`config.mk`:
```
export PLATFORM = sky130hd
export DESIGN_NAME = max_pool
export DESIGN_NICKNAME = d
export VERILOG_FILES = /design/src/rtl/max_pool.sv
export SDC_FILE = /design/constraint.sdc
export NUM_CORES = 1
export LEC_CHECK = 0
export ABC_AREA = 1
export CORE_ASPECT_RATIO = 0.6
export CORE_MARGIN = 4
export CORE_UTILIZATION = 50
export DETAILED_ROUTE_END_ITERATION = 10
export GPL_ROUTABILITY_DRIVEN = 0
export GPL_TIMING_DRIVEN = 0
export PLACE_DENSITY = 0.68
export SETUP_SLACK_MARGIN = 0.1
export SYNTH_ARGS = -nofsm -noshare
export SYNTH_HDL_FRONTEND = slang
export SYNTH_SLANG_ARGS = --single-unit
```
`constraint.sdc`:
```
create_clock -name clk -period 9.6 [get_ports clk]
set_input_delay 0.96 -clock clk [delete_from_list [all_inputs] [get_ports clk]]
set_output_delay 0.96 -clock clk [all_outputs]
set_load 0.01 [all_outputs]
```
`src/rtl/max_pool.sv`:
```
// 2x2 / stride-2 signed max pooling over a raster-ordered IN_DIM x IN_DIM stream.
// Optional macro MAX_POOL_RELU_EN clamps negative pooled results to zero.
module max_pool #(
   parameter int PP     = 8,
   parameter int IN_DIM = 28
) (
   input  logic          clk,
   input  logic          reset,
   input  logic [PP:0]   pxl_in,
   input  logic          in_valid,
   output logic [PP:0]   pool_out,
   output logic          out_valid,
   output logic          frame_done
);

   localparam int W   = PP + 1;
   localparam int HW  = IN_DIM / 2;
   localparam int HCW = (HW > 1) ? $clog2(HW) : 1;
   // One extra bit over the half-column index always covers IN_DIM-1.
   localparam int CW  = HCW + 1;
   localparam logic [CW-1:0] LAST_C = CW'(IN_DIM - 1);
   localparam logic [CW-1:0] ONE_C  = CW'(1);

   function automatic logic [W-1:0] smax(input logic [W-1:0] a, input logic [W-1:0] b);
      if ($signed(a) >= $signed(b)) begin
         return a;
      end else begin
         return b;
      end
   endfunction

   function automatic logic [W-1:0] out_sel(input logic [W-1:0] v);
`ifdef MAX_POOL_RELU_EN
      if (v[W-1]) begin
         return {W{1'b0}};
      end else begin
         return v;
      end
`else
      return v;
`endif
   endfunction

   logic [CW-1:0]  col_q, col_d, row_q, row_d;
   logic [W-1:0]   partial_q, partial_d;
   logic [W-1:0]   pool_q, pool_d;
   logic           out_valid_q, out_valid_d;
   logic           frame_done_q, frame_done_d;
   logic [W-1:0]   lb_q [HW];
   logic           lb_we_s;
   logic [W-1:0]   lb_wdata_s;
   logic [HCW-1:0] half_col_s;
   logic [W-1:0]   win_max_s;

   // Next-state: window phase decode, line-buffer write and raster counters
   always_comb begin
      col_d        = col_q;
      row_d        = row_q;
      partial_d    = partial_q;
      pool_d       = pool_q;
      out_valid_d  = 1'b0;
      frame_done_d = 1'b0;
      lb_we_s      = 1'b0;
      lb_wdata_s   = {W{1'b0}};
      half_col_s   = col_q[CW-1:1];
      win_max_s    = smax(smax(lb_q[half_col_s], partial_q), pxl_in);
      if (in_valid) begin
         case ({row_q[0], col_q[0]})
            2'b00: partial_d = pxl_in;
            2'b01: begin
               lb_we_s    = 1'b1;
               lb_wdata_s = smax(partial_q, pxl_in);
            end
            2'b10: partial_d = pxl_in;
            2'b11: begin
               pool_d       = out_sel(win_max_s);
               out_valid_d  = 1'b1;
               frame_done_d = (row_q == LAST_C) && (col_q == LAST_C);
            end
            default: partial_d = partial_q;
         endcase
         if (col_q == LAST_C) begin
            col_d = {CW{1'b0}};
            if (row_q == LAST_C) begin
               row_d = {CW{1'b0}};
            end else begin
               row_d = row_q + ONE_C;
            end
         end else begin
            col_d = col_q + ONE_C;
         end
      end else begin
         out_valid_d = 1'b0;
      end
   end

   // Control and output registers
   always_ff @(posedge clk or negedge reset) begin
      if (!reset) begin
         col_q        <= {CW{1'b0}};
         row_q        <= {CW{1'b0}};
         partial_q    <= {W{1'b0}};
         pool_q       <= {W{1'b0}};
         out_valid_q  <= 1'b0;
         frame_done_q <= 1'b0;
      end else begin
         col_q        <= col_d;
         row_q        <= row_d;
         partial_q    <= partial_d;
         pool_q       <= pool_d;
         out_valid_q  <= out_valid_d;
         frame_done_q <= frame_done_d;
      end
   end

   // Line buffer of even-row pair maxima; contents are don't-care after reset
   always_ff @(posedge clk) begin
      if (lb_we_s) begin
         lb_q[half_col_s] <= lb_wdata_s;
      end
   end

   assign pool_out   = pool_q;
   assign out_valid  = out_valid_q;
   assign frame_done = frame_done_q;

endmodule

```
**After elaboration in Yosys (flattened, before gate mapping)**

Memory sizes are Yosys's and may differ from the RTL's.
Index checks and enable logic that the tools add are counted.

- Bits in registers: 30
- Bits in latches: 0
- Bits in writable memories: 126
- Memory bits (read-only): 0
- Output and inout port bits: 11
- Memories: 1

- Add/sub/neg operators: 2
- $mul: 0
- Div/mod/pow operators: 0
- Magnitude comparators: 3
- Equal/unequal tests: 5
- Shift operators: 0
- Mux-type cells: 15
- Bitwise gates (word level): 0
- Reduce and logical (&&, ||, !) cells: 6

Memory list:

| name | words | width | rd ports | clocked after memory_dff | wr ports | line | text |
|---|---|---|---|---|---|---|---|
| lb_q | 14 | 9 | 1 | 0 | 1 | 49 | `logic [W-1:0] lb_q [HW];` |

Operators by type and width:

| cell | number |
|---|---|
| two-way mux 9 bit | 5 |
| greater-or-equal comparator 9 bit | 3 |
| adder 5 x 1 -> 5 bit (second input constant) | 2 |
| equality test 5 bit (second input constant) | 2 |
| two-way mux 5 bit | 2 |
| two-way mux 1 bit | 8 |
| AND reduction 2 bit | 3 |
| equality test 2 bit (second input constant) | 2 |
| equality test 2 x 1 -> 1 bit (second input constant) | 1 |
| zero test 2 bit | 1 |
| OR reduction 2 bit | 1 |
| logical AND 1 bit | 1 |

**Longest topological paths before layout**

- Word-level depth: 5
- Depth in mapped cells: 34
- Gate-level depth less buffers: 32

**Least setup slack after synthesis**

OpenSTA, ideal clock, no wires.

- Path type: register to register
- From: register col_q[1]
- To: register pool_q[7] (netlist: pool_out[7])
- Setup time: 116 ps
- Arrival: 3517 ps
- Path slack: 5966 ps
- Cell stages (with the launch flop): 28
- Path buffers: 3
- Period minus slack after synthesis: 3634 ps
- Path through: dfrtp_1 -> buf_6 -> buf_4 -> nand3_1 -> nand4_1 -> a21oi_1 -> nand2_2 -> ha_1 -> nand2_1 -> a21oi_1 -> nor2_1 -> nand3_1 -> nand2_2 -> nand2_4 -> nand2_2 -> nand2_1 -> ha_1 -> nand2_1 -> inv_2 -> a21oi_2 -> nand3_1 -> nand2_1 -> nand3_4 -> buf_4 -> nor2_1 -> nor2_1 -> nand2_1 -> nand2_1

- Word-level cells in the longest chain between the ends: 5

Ends and longest elaborated chain:

| element | line | text |
|---|---|---|
| start, declared | 44 | `logic [CW-1:0] col_q, col_d, row_q, row_d;` |
| start signal, assigned | 100 | `col_q <= {CW{1'b0}};` |
| start signal, assigned | 107 | `col_q <= col_d;` |
| memory read (14 x 9 bit) (*) | - |  |
| greater-or-equal comparator 9 bit | 25 | `if ($signed(a) >= $signed(b)) begin` |
| two-way mux 9 bit (*) | 25 |  |
| greater-or-equal comparator 9 bit | 25 |  |
| two-way mux 9 bit (*) | 25 |  |
| end signal, assigned | 103 | `pool_q <= {W{1'b0}};` |
| end signal, assigned | 110 | `pool_q <= pool_d;` |
| end, declared | 46 | `logic [W-1:0] pool_q, pool_d;` |

Mark *: on every way between the ends. The rest lies on a longest branch, timed or not.
A chain may end at the register's enable or synchronous reset.

**Worst setup path after layout**

- From: register col_q[4]
- To: register pool_q[5] (netlist: pool_out[5])

The elaborated chain is that of the path after synthesis.

==> metrics.txt <==
# TYPE chip_impl_metric gauge
chip_impl_info{name="status",value="complete, no violations"} 1
chip_impl_metric{name="power.clock.fraction",unit=""} 0.205
chip_impl_metric{name="antenna_found_initial",unit=""} 0
chip_impl_metric{name="synth_xor_xnor_area_share",unit=""} 0.00231
chip_impl_metric{name="vias",unit=""} 5688
chip_impl_metric{name="ant_nets",unit=""} 0
chip_impl_metric{name="floorplan.die_area",unit="sq um"} 17300
chip_impl_metric{name="vias_per_cell",unit=""} 5.71
chip_impl_metric{name="post-route-period-util",unit=""} 0.515
chip_impl_metric{name="worst_pin_slew",unit="ps"} 1350
chip_impl_metric{name="layout.area.seq",unit="sq um"} 4530
chip_impl_metric{name="critPathMaxFanout",unit=""} 10
chip_impl_metric{name="slew_viol_final",unit=""} 0
chip_impl_metric{name="yosys_warnings",unit=""} 0
chip_impl_info{name="tritoncts_clock_tree",value="built"} 1
chip_impl_metric{name="worst_skew_pair.late_latency",unit="ps"} 420
chip_impl_metric{name="clock_tree.htree_level_count",unit=""} 4
chip_impl_metric{name="syn-num-nets",unit=""} 785
chip_impl_info{name="timing.setup.critical_path_class",value="reg2reg"} 1
chip_impl_metric{name="tritoncts_num_sinks",unit=""} 156
chip_impl_metric{name="power.density_cell_area",unit="nW/um^2"} 368
chip_impl_metric{name="cpPeakStageDelay",unit="ps"} 440
chip_impl_metric{name="setup_violations_final",unit=""} 0
chip_impl_metric{name="timing.setup.tns",unit="ps"} 0
chip_impl_metric{name="wire_per_inst",unit="microns"} 19.6
chip_impl_metric{name="seqPwrFrac",unit=""} 0.266
chip_impl_metric{name="clk_pin_slew",unit="ps"} 60
chip_impl_metric{name="timing.critical_path.buf_inv",unit=""} 3
chip_impl_metric{name="cts_hold_repair.buffers",unit=""} 0
chip_impl_info{name="grt.busiest_layer",value="met1"} 1
chip_impl_metric{name="grt_pass1_wl",unit="microns"} 30000
chip_impl_metric{name="vdd_ir_drop_max",unit="uV"} 187
chip_impl_metric{name="yosys.area_share.simple",unit=""} 0.274
chip_impl_metric{name="yosysTopAreaCellShare",unit=""} 0.499
chip_impl_metric{name="instances_no_fill",unit=""} 996
chip_impl_info{name="setup_repair_after_global_routing_missed_its_margin",value="false"} 1
chip_impl_info{name="synthDominantAreaCellType",value="edfxtp_1"} 1
chip_impl_metric{name="antennaDiodeCount",unit=""} 0
chip_impl_info{name="library_cell_with_the_highest_instance_count_after_synthesis",value="nand2_1"} 1
chip_impl_metric{name="globalRouteOverflowTotal",unit=""} 0
chip_impl_metric{name="hold_viol_final",unit=""} 0
chip_impl_metric{name="portBuffers",unit=""} 21
chip_impl_info{name="synth_top_cells_by_count",value="nand2_1, edfxtp_1, nand3_1"} 1
chip_impl_info{name="crit_slowest_cell",value="dfrtp_1"} 1
chip_impl_info{name="crit_path_start_kind",value="flip-flop"} 1
chip_impl_info{name="dominant_combinational_cell_family_by_area_after_synthesis",value="simple AND/OR/NAND/NOR gates"} 1
chip_impl_metric{name="detailedRoute.firstPassIterationCount",unit=""} 5
chip_impl_metric{name="drv.max_cap_violation_count",unit=""} 0
chip_impl_metric{name="multiInputGateArea",unit="sq um"} 2670
chip_impl_metric{name="synth.mux.area_fraction",unit=""} 0
chip_impl_info{name="timing.critical_path.to_type",value="flip-flop"} 1
chip_impl_metric{name="areaGrowthSynthToFinish",unit="%"} 14.1
chip_impl_metric{name="design_power_total",unit="mW"} 3.18
chip_impl_metric{name="num_io_pins",unit=""} 23
chip_impl_metric{name="design.final.nets",unit=""} 826
chip_impl_metric{name="timing.final.crit_period",unit="ps"} 4950
chip_impl_metric{name="grt_start_max_net_pins",unit=""} 31
chip_impl_metric{name="post_route_cells_drive_above_1_share",unit=""} 0.137
chip_impl_metric{name="switching_share",unit=""} 0.455
chip_impl_metric{name="first_global_vias",unit=""} 5380
chip_impl_metric{name="grtUsageMet2",unit=""} 0.329
chip_impl_metric{name="leakagePower",unit="nW"} 3.49
chip_impl_metric{name="place.detailed.hpwl",unit="microns"} 14300
chip_impl_metric{name="die_w",unit="microns"} 167
chip_impl_metric{name="placeableCoreArea",unit="sq um"} 14700
chip_impl_info{name="synthFlopType",value="edfxtp_1"} 1
chip_impl_metric{name="detail_route.wirelength",unit="microns"} 19600
chip_impl_metric{name="power.internal",unit="mW"} 1.73
chip_impl_metric{name="overall_global_routing_resource_usage",unit=""} 0.232
chip_impl_metric{name="fmax",unit="MHz"} 202
chip_impl_metric{name="filler_cell_count",unit=""} 1196
chip_impl_metric{name="ctsLongestPathBuffers",unit=""} 2
chip_impl_metric{name="timing.critical_path.required",unit="ps"} 9900
chip_impl_metric{name="synth_compound_gate_area_share",unit=""} 0.0244
chip_impl_info{name="critPathTopFamily",value="simple AND/OR/NAND/NOR gates"} 1
chip_impl_metric{name="synthesis.area",unit="sq um"} 7590
chip_impl_metric{name="setup_repair_bufs_after_cts",unit=""} 0
chip_impl_info{name="ys_top_cells_by_area",value="edfxtp_1, dfrtp_1, nand2_1"} 1
chip_impl_metric{name="cts_made_buffers",unit=""} 17
chip_impl_metric{name="post_cts.resized_instances",unit=""} 0
chip_impl_metric{name="grt.met1_usage",unit=""} 0.348
chip_impl_metric{name="synth_async_sr_flop_share",unit=""} 0.192
chip_impl_metric{name="row_count",unit=""} 34
chip_impl_metric{name="post-place-cells",unit=""} 963
chip_impl_metric{name="synth_enable_flop_cells",unit=""} 126
chip_impl_metric{name="yosysSeqAreaShare",unit=""} 0.597
chip_impl_metric{name="grt.met3_usage",unit=""} 0.0718
chip_impl_metric{name="maxSlewHeadroom",unit=""} 0.0957
chip_impl_info{name="type_of_the_most_critical_hold_path",value="reg2reg"} 1
chip_impl_metric{name="drc",unit=""} 0
chip_impl_metric{name="yosys.area_share.adder",unit=""} 0.0478
chip_impl_info{name="worst_path_most_repeated_cell",value="nand2_1"} 1
chip_impl_metric{name="yosys_register_bits",unit=""} 156
chip_impl_metric{name="clock-skew-final",unit="ps"} 13.4
chip_impl_metric{name="fp.dieH",unit="microns"} 103
chip_impl_metric{name="postSynthCellCount",unit=""} 744
chip_impl_metric{name="start_util",unit=""} 0.517
chip_impl_metric{name="critPathArrivalTime",unit="ps"} 5240
chip_impl_metric{name="detail_route.iter0.violations",unit=""} 733
chip_impl_info{name="cts_root_buffer_type",value="clkbuf_16"} 1
chip_impl_metric{name="power.combinational.fraction",unit=""} 0.530
chip_impl_metric{name="hold-worst-slack",unit="ps"} 483
chip_impl_metric{name="switching_power_of_the_nets",unit="mW"} 1.45
chip_impl_metric{name="post_synth.cell_area_avg",unit="sq um"} 10.2
chip_impl_metric{name="yosys.cell_types.count",unit=""} 33
-- flip-flops by register name, summed over array words and instances (netlist names) --
register    cells
out_valid       1
partial_q       9
lb_q          126
pool_out        9
row_q           5
col_q           5
frame_done      1
-- tightest hold or removal path, delay by kind of cell (launching register included) --
family / cells / cell delay (ps)
flops: 1 / 350
simple gates: 2 / 100
-- power groups by stage --
stage	clock, mW	combinational, mW	sequential (mW)
CTS	0.659	1.64	0.847
detailed placement	0	1.63	0.860
finish	0.651	1.69	0.847
global route	0.693	1.85	0.853
floorplan	0	1.17	0.859
global placement	0	1.58	0.858
-- metal layers --
metal / vias up / part of all wire
li1: 2656 / -
met3: 22 / 0.11
met4: 0 / 0.010
met2: 243 / 0.41
met1: 2767 / 0.47
met5: - / 0
-- cells by family (layout without fill, tap and decap cells) --
| family | count (synthesis) | count (layout) |
|---|---|---|
| AND/OR/NAND/NOR | 437 | 437 |
| flip-flops | 156 | 156 |
| buffers and inverters | 85 | 139 |
| AO/OA/AOI/OAI | 35 | 35 |
| adder cells (fa/ha/maj) | 29 | 29 |
| XOR/XNOR | 2 | 2 |
-- per-stage QoR --
stage | setup WS (ps) | utilization | instance area, sq um
final | 4650 | 0.590 | 8660
after global placement | 5050 | 0.548 | 8050
after floorplan | 5970 | - | 7590
after detailed placement | 4870 | 0.548 | 8050
after CTS | 4820 | 0.588 | 8630
after global routing | 4390 | 0.590 | 8660
-- layout by cell type (no fill, tap or decap), types with 2 or more instances in the layout --
master / netlist / routed
nand2_1: 166 / 166
edfxtp_1: 126 / 126
nand3_1: 93 / 93
nor2_1: 82 / 82
inv_1: 51 / 51
nand4_1: 31 / 31
dfrtp_1: 30 / 30
ha_1: 29 / 29
clkdlybuf4s50_1: 0 / 20
clkbuf_16: 0 / 19
nand3_2: 17 / 17
a21oi_1: 17 / 17
nand2_2: 17 / 17
o21ai_0: 14 / 14
buf_2: 12 / 13
nor3_1: 18 / 13
clkbuf_1: 6 / 8
buf_6: 7 / 7
inv_2: 5 / 5
nor3_2: 0 / 5
clkinv_4: 0 / 5
buf_4: 3 / 3
inv_6: 0 / 3
nor2_4: 2 / 2
nor2_2: 2 / 2
nand3b_1: 2 / 2
nand4_2: 2 / 2
a21oi_2: 2 / 2
clkbuf_8: 0 / 2
-- final timing paths --
check	from	slack, ps	endpoint	cells past startpoint
setup / recovery	col_q[4]	4650	pool_out[5]	26
hold / removal	pool_out[7]	480	pool_out[7]	2
setup reg to reg	col_q[4]	4650	pool_out[5]	26
hold reg to reg	pool_out[7]	480	pool_out[7]	2
max in group asynchronous	reset	8510	partial_q[1]	1
min in group asynchronous	reset	600	pool_out[5]	1
-- final cells by class --
type,instances,area share
Timing Repair Buffer,22,0.0246
Inverter,56,0.0243
Buffer,29,0.0230
Tap cell,198,0.0286
Multi-Input combinational cell,503,0.308
Clock inverter,9,0.00867
Clock buffer,23,0.0589
Sequential cell,156,0.524
(Power assumes the default switching activity.)
